File: src/rtl/alu_cmd_issuer_pkg.sv
// Shared command types for the ALU command issuer: unit select, per-unit op codes and the
// packed command word stored in the issue FIFO.
package alu_cmd_issuer_pkg;

  localparam int CMD_DATA_W = 8;
  localparam int CMD_TAG_W  = 4;

  typedef enum bit {UNIT_A, UNIT_B} alu_unit_e;

  typedef enum bit [1:0] {AND_A, NAND_A, OR_A, XOR_A} op_a_e;
  typedef enum bit [1:0] {XNOR_B, AND_B, NOR_B, OR_B} op_b_e;

  typedef struct packed {
    alu_unit_e             unit;
    bit [1:0]              op;
    bit [CMD_DATA_W-1:0]   a;
    bit [CMD_DATA_W-1:0]   b;
    bit [CMD_TAG_W-1:0]    tag;
  } alu_cmd_t;

endpackage

File: src/rtl/alu_cmd_fifo.sv
// Synchronous FIFO of alu_cmd_t; pushes are ignored when full, pops when empty.
// full/empty are decoded from the registered count, so they never depend on this cycle's pop.
module alu_cmd_fifo
  import alu_cmd_issuer_pkg::*;
#(
  parameter int DEPTH = 4
) (
  input  logic                     clk,
  input  logic                     rst,
  input  logic                     push,
  input  alu_cmd_t                 wdata,
  input  logic                     pop,
  output alu_cmd_t                 rdata,
  output logic                     full,
  output logic                     empty,
  output logic [$clog2(DEPTH):0]   count
);

  localparam int PW = $clog2(DEPTH);

  alu_cmd_t        mem [DEPTH];
  logic [PW-1:0]   wptr;
  logic [PW-1:0]   rptr;
  logic            do_push;
  logic            do_pop;

  assign full    = (count == (PW+1)'(DEPTH));
  assign empty   = (count == '0);
  assign do_push = push && !full;
  assign do_pop  = pop && !empty;
  assign rdata   = mem[rptr];

  always_ff @(posedge clk) begin
    if (rst) begin
      wptr  <= '0;
      rptr  <= '0;
      count <= '0;
    end else begin
      if (do_push) wptr <= wptr + 1'b1;
      if (do_pop)  rptr <= rptr + 1'b1;
      count <= count + (PW+1)'(do_push) - (PW+1)'(do_pop);
    end
  end

  always_ff @(posedge clk) begin
    if (do_push) mem[wptr] <= wdata;
  end

endmodule

File: src/rtl/alu_cmd_issuer.sv
// Buffers tagged ALU commands, issues one per cycle to the alu, and returns alu_c with its tag
// after ALU_LAT cycles through a tag/valid shift pipeline.
module alu_cmd_issuer
  import alu_cmd_issuer_pkg::*;
#(
  parameter int DEPTH   = 4,
  parameter int DATA_W  = 8,
  parameter int TAG_W   = 4,
  parameter int ALU_LAT = 1
) (
  input  logic              clk,
  input  logic              rst,
  input  logic              cmd_valid,
  output logic              cmd_ready,
  input  logic              cmd_unit,
  input  logic [1:0]        cmd_op,
  input  logic [DATA_W-1:0] cmd_a,
  input  logic [DATA_W-1:0] cmd_b,
  input  logic [TAG_W-1:0]  cmd_tag,
  output logic              alu_en,
  output logic              alu_a_en,
  output logic              alu_b_en,
  output logic [1:0]        alu_a_op,
  output logic [1:0]        alu_b_op,
  output logic [DATA_W-1:0] alu_a,
  output logic [DATA_W-1:0] alu_b,
  input  logic [DATA_W-1:0] alu_c,
  output logic              rsp_valid,
  output logic [DATA_W-1:0] rsp_data,
  output logic [TAG_W-1:0]  rsp_tag,
  output logic              busy
);

  alu_cmd_t                 wcmd;
  alu_cmd_t                 head;
  logic                     full;
  logic                     empty;
  logic [$clog2(DEPTH):0]   count;
  logic                     issue;
  logic                     head_is_a;
  logic                     head_is_b;

  logic [ALU_LAT:0]         stg_vld;
  logic [TAG_W-1:0]         stg_tag [ALU_LAT+1];

  assign wcmd = '{unit: alu_unit_e'(cmd_unit), op: cmd_op, a: cmd_a, b: cmd_b, tag: cmd_tag};

  alu_cmd_fifo #(.DEPTH(DEPTH)) u_fifo (
    .clk   (clk),
    .rst   (rst),
    .push  (cmd_valid),
    .wdata (wcmd),
    .pop   (issue),
    .rdata (head),
    .full  (full),
    .empty (empty),
    .count (count)
  );

  assign cmd_ready = !full;
  assign issue     = !empty;
  assign head_is_a = issue && (head.unit == UNIT_A);
  assign head_is_b = issue && (head.unit == UNIT_B);

  // Issue register and pipeline valids; stage 0 loads on the same edge as alu_en.
  always_ff @(posedge clk) begin
    if (rst) begin
      alu_en    <= 1'b0;
      alu_a_en  <= 1'b0;
      alu_b_en  <= 1'b0;
      alu_a_op  <= '0;
      alu_b_op  <= '0;
      alu_a     <= '0;
      alu_b     <= '0;
      stg_vld   <= '0;
      rsp_valid <= 1'b0;
      rsp_data  <= '0;
      rsp_tag   <= '0;
    end else begin
      alu_en    <= issue;
      alu_a_en  <= head_is_a;
      alu_b_en  <= head_is_b;
      alu_a_op  <= head_is_a ? head.op : 2'b00;
      alu_b_op  <= head_is_b ? head.op : 2'b00;
      alu_a     <= issue ? head.a : '0;
      alu_b     <= issue ? head.b : '0;
      stg_vld   <= {stg_vld[ALU_LAT-1:0], issue};
      rsp_valid <= stg_vld[ALU_LAT];
      if (stg_vld[ALU_LAT]) begin
        rsp_data <= alu_c;
        rsp_tag  <= stg_tag[ALU_LAT];
      end
    end
  end

  always_ff @(posedge clk) begin
    stg_tag[0] <= head.tag;
    for (int i = 1; i <= ALU_LAT; i++) begin
      stg_tag[i] <= stg_tag[i-1];
    end
  end

  assign busy = (count != '0) || (|stg_vld) || rsp_valid;

endmodule

File: config.mk
export PLATFORM = sky130hd
export DESIGN_NAME = alu_cmd_issuer
export DESIGN_NICKNAME = d
export VERILOG_FILES = /design/src/rtl/alu_cmd_issuer_pkg.sv /design/src/rtl/alu_cmd_fifo.sv /design/src/rtl/alu_cmd_issuer.sv
export SDC_FILE = /design/constraint.sdc
export NUM_CORES = 1
export LEC_CHECK = 0
export ABC_AREA = 1
export BUFFER_PORTS_ARGS = -buffer_cell sky130_fd_sc_hd__buf_2
export CAP_MARGIN = 20
export CORE_MARGIN = 2
export CORE_UTILIZATION = 41
export DETAILED_ROUTE_END_ITERATION = 10
export GPL_TIMING_DRIVEN = 0
export REMOVE_ABC_BUFFERS = 1
export SLEW_MARGIN = 20
export SYNTH_ARGS = -nofsm -noshare
export SYNTH_HDL_FRONTEND = slang
export SYNTH_SLANG_ARGS = --single-unit
File: constraint.sdc
create_clock -name clk -period 3.9 [get_ports clk]
set_input_delay 0.585 -clock clk [delete_from_list [all_inputs] [get_ports clk]]
set_output_delay 0.585 -clock clk [all_outputs]
set_load 0.03 [all_outputs]
* Yosys cells after proc, flatten, opt, wreduce, memory -nomap -nowiden
Memories as Yosys holds them, arrays and structs flattened. A register that Yosys moved wholly into a read port is not among the register bits.
Index checks and enable logic that the tools add are counted.
** Storage, ports and cells
- Flip-flop bits (word level) :: 41
- Memory bits (writable) :: 100
- Bits of input ports :: 34
- Output and inout port bits :: 38
- Word-level logic and storage cells :: 40
- Memories kept :: 2
** Cells by class
- $add $sub $neg :: 4
- Equality and inequality tests :: 1
- Multiplexer cells :: 4
- Bitwise logic cells :: 3
- Reduce and logical (&&, ||, !) cells :: 13
** Memories
- u_fifo.mem :: words 4, width 23, read ports 1, clocked after memory_dff 1, wr ports 1, RTL line alu_cmd_fifo.sv:21 : alu_cmd_t mem [DEPTH];
- stg_tag :: words 2, width 4, read ports 2, clocked after memory_dff 1, wr ports 2, RTL line alu_cmd_issuer.sv:44 : logic [TAG_W-1:0] stg_tag [ALU_LAT+1];
** Operator list (count)
- OR reduction 2 bit :: 4
- adder 2 x 1 -> 2 bit, second input constant :: 2
- two-way mux 2 bit :: 2
- adder 3 x 1 -> 3 bit :: 1
- equality test 3 bit, second input constant :: 1
- logical AND 1 bit :: 3
- zero test 3 bit :: 1
- inverter 1 bit :: 3
- nonzero test 3 bit :: 1
- subtractor 3 x 1 -> 3 bit :: 1
- zero test 1 bit :: 2
- logical OR 1 bit :: 2
- two-way mux 1 bit :: 2

* Longest topological paths before layout
- Depth in word-level cells :: 5
- Depth in mapped cells :: 11

* Cells and area by module
From an unflattened synthesis, not the netlist that was laid out.
** Second synthesis, totals
- Cell total of the unflattened synthesis :: 457
- Area, all modules :: 5615.4 µm²
** Modules (own cells, without submodules)
- alu_cmd_fifo :: instances 1, cells an instance 291, area an instance 4225.3 µm², seq. area each 2942.8 µm²
- alu_cmd_issuer :: instances 1, cells an instance 166, area an instance 1390.1 µm², seq. area each 900.9 µm²

* Least setup slack after synthesis
Ideal clock, no wire load.
- Path kind :: reg-to-reg
- Start point :: register u_fifo.count[1]
- End point :: memory u_fifo.mem[0][0] in the netlist's numbering, enable pin
- Setup time :: 0.403 ns
- Arrival time :: 1.918 ns
- Data required time :: 3.497 ns
- Setup slack :: 1.579 ns
- Stages on the path, launching flop included :: 5
- Buffers on the path :: 0
- Clock period less this slack :: 2.321 ns
- Cell sequence :: dfxtp_1 -> nor2_1 -> nand2_1 -> nand2_2 -> nor2_1
** Between the ends
- Longest elaborated chain between the ends :: 5
** Ends and longest elaborated chain
- from (decl) :: RTL line alu_cmd_fifo.sv:16 : output logic [$clog2(DEPTH):0] count
- from (signal assigned) :: RTL line alu_cmd_fifo.sv:41 : count <= count + (PW+1)'(do_push) - (PW+1)'(do_pop);
- equality test 3 bit :: RTL line alu_cmd_fifo.sv:27 : assign full = (count == (PW+1)'(DEPTH));
- zero test 1 bit
- via cmd_ready :: RTL line alu_cmd_issuer.sv:14 : output logic cmd_ready,
- logical AND 1 bit :: RTL line alu_cmd_fifo.sv:29 : assign do_push = push && !full;
- two-way mux 1 bit :: RTL line alu_cmd_fifo.sv:46 : if (do_push) mem[wptr] <= wdata;
- two-way mux 1 bit (implied by the code) :: RTL line alu_cmd_fifo.sv:46
- to (decl) :: RTL line alu_cmd_fifo.sv:21
The timed path passes the listed nets, and every way through them passes these cells.

* Worst setup path after layout
- Start point :: register stg_vld[1]
- End point :: output busy
** Between the ends
- Longest elaborated chain between the ends :: 3
** Ends and longest elaborated chain
- from (decl) :: RTL line alu_cmd_issuer.sv:43 : logic [ALU_LAT:0] stg_vld;
- from (signal assigned) :: RTL line alu_cmd_issuer.sv:87 : stg_vld <= {stg_vld[ALU_LAT-1:0], issue};
- OR reduction 2 bit :: RTL line alu_cmd_issuer.sv:103 : assign busy = (count != '0) || (|stg_vld) || rsp_valid;
- logical OR 1 bit (2 in a row) :: RTL line alu_cmd_issuer.sv:103
- to (decl) :: RTL line alu_cmd_issuer.sv:31 : output logic busy
No other way between the ends.

==> metrics.txt <==
largest net degree at the start of global routing=between 40 and 50; Crit Path Class=reg2out; cell area after placement=approximately 0.006 mm^2; top-count cell post-synth=edfxtp_1; via count=between 3000 and 4000; Initial Util=0.417; Rel. slew slack=0.470; critical path fanouts, max=14; status=finished, final reports clean; clock skew=roughly 23 ps; top post-synthesis cells by count=edfxtp_1 (92), nor2_1 (90), nand2_1 (89), dfxtp_1 (54), o21ai_0 (28); Netlist Area Pre-Place=0.00522 mm^2; share of the synthesized area in the top cell type=0.529; row cnt=between 40 and 50; Ant. Diodes=0; Post-CTS Hold Buffers=0; Final min period=1930 ps; CTS tree=built; DRC Markers=0; max cap viols=0; Worst Slack Setup Final=around 2000 ps; HP Start=stg_tag[0][3]; reg2reg path depth=11; Synth async-reset ratio=0; Antenna Nets Post-Route=0; Hold WC Path Type=reg2reg; Vias/cell=between 4 and 5; postcts setup bufs=0; GR Util All Layers=0.152; final hold vios=0; area grow syn2layout=21.4%; I/O pins=slightly above 70; WP data arrival=~1400 ps; Slew @ Worst Pin=between 700 and 800 ps; crit end category=primary output; Total Wirelength=9700 um; Chip Width=117 um; Worst Hold Path EP=stg_tag[1][3]; clock tree buffer depth=2; share of the yosys chip area belonging to registers=0.736; critical path required time=roughly 3300 ps; layout cells sized above 1=0.236; Post-synth EDFFs=approximately 90; grt ovf=0; CTS root buf=clkbuf_16; Reg2Reg Capture Point=u_fifo.count[2]; DRT Pass-1 Iters=4; Port Buffers=71; Final setup viols=0; antenna violations before repair=0; final setup TNS=0 ps; yosys warns=0; RSZ-0062 raised after global routing=no; first-pass GRT wire length=15200 um; part of the cycle the worst path needs=0.495; die area=around 0.014 mm^2; maximum resistive drop on vdd=around 0.42 mV; worst r2r src=u_fifo.count[1]; pre-CTS setup slack=between 1500 and 2000 ps; final instance area=0.00634 mm^2; synth unique cells=27; final-report max-slew violation count=0; Post-synth top flop=edfxtp_1; WL/cell=~14 um; Hold Path Stages=0; total CTS buffers=17; die outline height=117 um; # nets final=558; gpl congestion=about 0.7; PD cells=760 mW/mm^2; cell taking the most area after synthesis=edfxtp_1; crit path launch type=register; core region area=~0.013 mm^2; r2r setup slk=roughly 2000 ps; P_leak=between 0.002 and 0.003 uW; clock latency on the worst-skew pair=420 ps; # clock sinks=about 150; Avg Inst Size Synth=about 12 um^2; ranking of synthesized cells by area=edfxtp_1 (53%), dfxtp_1 (21%), nor2_1 (6.5%); number of global-route vias before repair=~3100; H-tree levels=4; hold_ws=around 320 ps; register bit total from synthesis=146; clock-pin slew on the worst setup and hold paths=60 ps; CTS-repair resized insts=0; drt first-iter violations=~240; Achievable Freq=0.518 GHz; dpl hpwl=approximately 5700 um; Post-Synthesis Cells=440
## layer usage
layer | vias to the layer above | part of all wire | track usage
li1 | 1628 | - | -
met1 | 1512 | 0.45 | 0.178
met2 | 77 | 0.49 | 0.249
met3 | 8 | 0.055 | 0.0510
met4 | 0 | 0.011 | 0.0776
met5 | - | 0 | 0
## registers in the layout, indices dropped and copies added (netlist names), 2 cells and up, named ones only
name          flops
stg_vld           2
u_fifo.mem       92
alu_a             8
alu_b_op          2
rsp_tag           4
alu_a_op          2
u_fifo.count      3
u_fifo.rptr       2
stg_tag           8
rsp_data          8
u_fifo.wptr       2
alu_b             8
## power by group
| part | internal, uW | switching (uW) |
|---|---|---|
| Clock | 799 | 583 |
| Sequential | 1960 | 155 |
| Combinational | 405 | 918 |
| Total | 3160 | 1660 |
## metrics by stage
step                      cells  utilization  power, uW
after floorplan             423            -       3010
after detailed placement    671        0.466       3480
after CTS                   702        0.506       4880
final                       702        0.506       4820
after global placement      666        0.454       3370
after global routing        702        0.506       5110
## logic make-up after synthesis
family	synth area share
adder cells (fa/ha/maj)	0.0158
XOR/XNOR	0.00168
AO/OA/AOI/OAI	0.0659
flip-flops	0.736
buffers and inverters	0.0355
AND/OR/NAND/NOR	0.145
## cell usage in the layout, fill, tap and decap left out, drive strengths merged
master	instances
inv	20
fa	1
o22ai	4
nand2	90
dfxtp	54
buf	76
a21oi	18
nor3	1
edfxtp	92
o21ai	36
nand3b	1
ha	5
clkinv	6
xnor2	1
nand3	10
nor2	91
clkbuf	20
clkinvlp	4
## critical path: stages (launching register included)
cell	delay (ps)
dfxtp_1	560
nor3_1	110
nand3_1	80
buf_2	190
## layout make-up
class / instances / area (um^2)
tap: 172 / 215
fill: 1114 / 6180
sequential: 146 / 3840
inverter: 19 / 73.8
clock buffer: 20 / 437
clock inverter: 11 / 66.3
timing repair buffer: 76 / 478
multi-input combinational: 258 / 1220
## worst max path at each step
stage                                from               end  depth (start not counted)
final                          stg_vld[1]              busy                          3
after global routing      u_fifo.count[1]   u_fifo.count[2]                         11
after CTS                      stg_vld[1]              busy                          3
after detailed placement  u_fifo.count[1]   u_fifo.count[2]                         11
after global placement          cmd_valid  u_fifo.mem[3][7]                          3
after floorplan           u_fifo.count[1]  u_fifo.mem[0][0]                          4
Note: power is estimated with default switching activity, not from simulation.
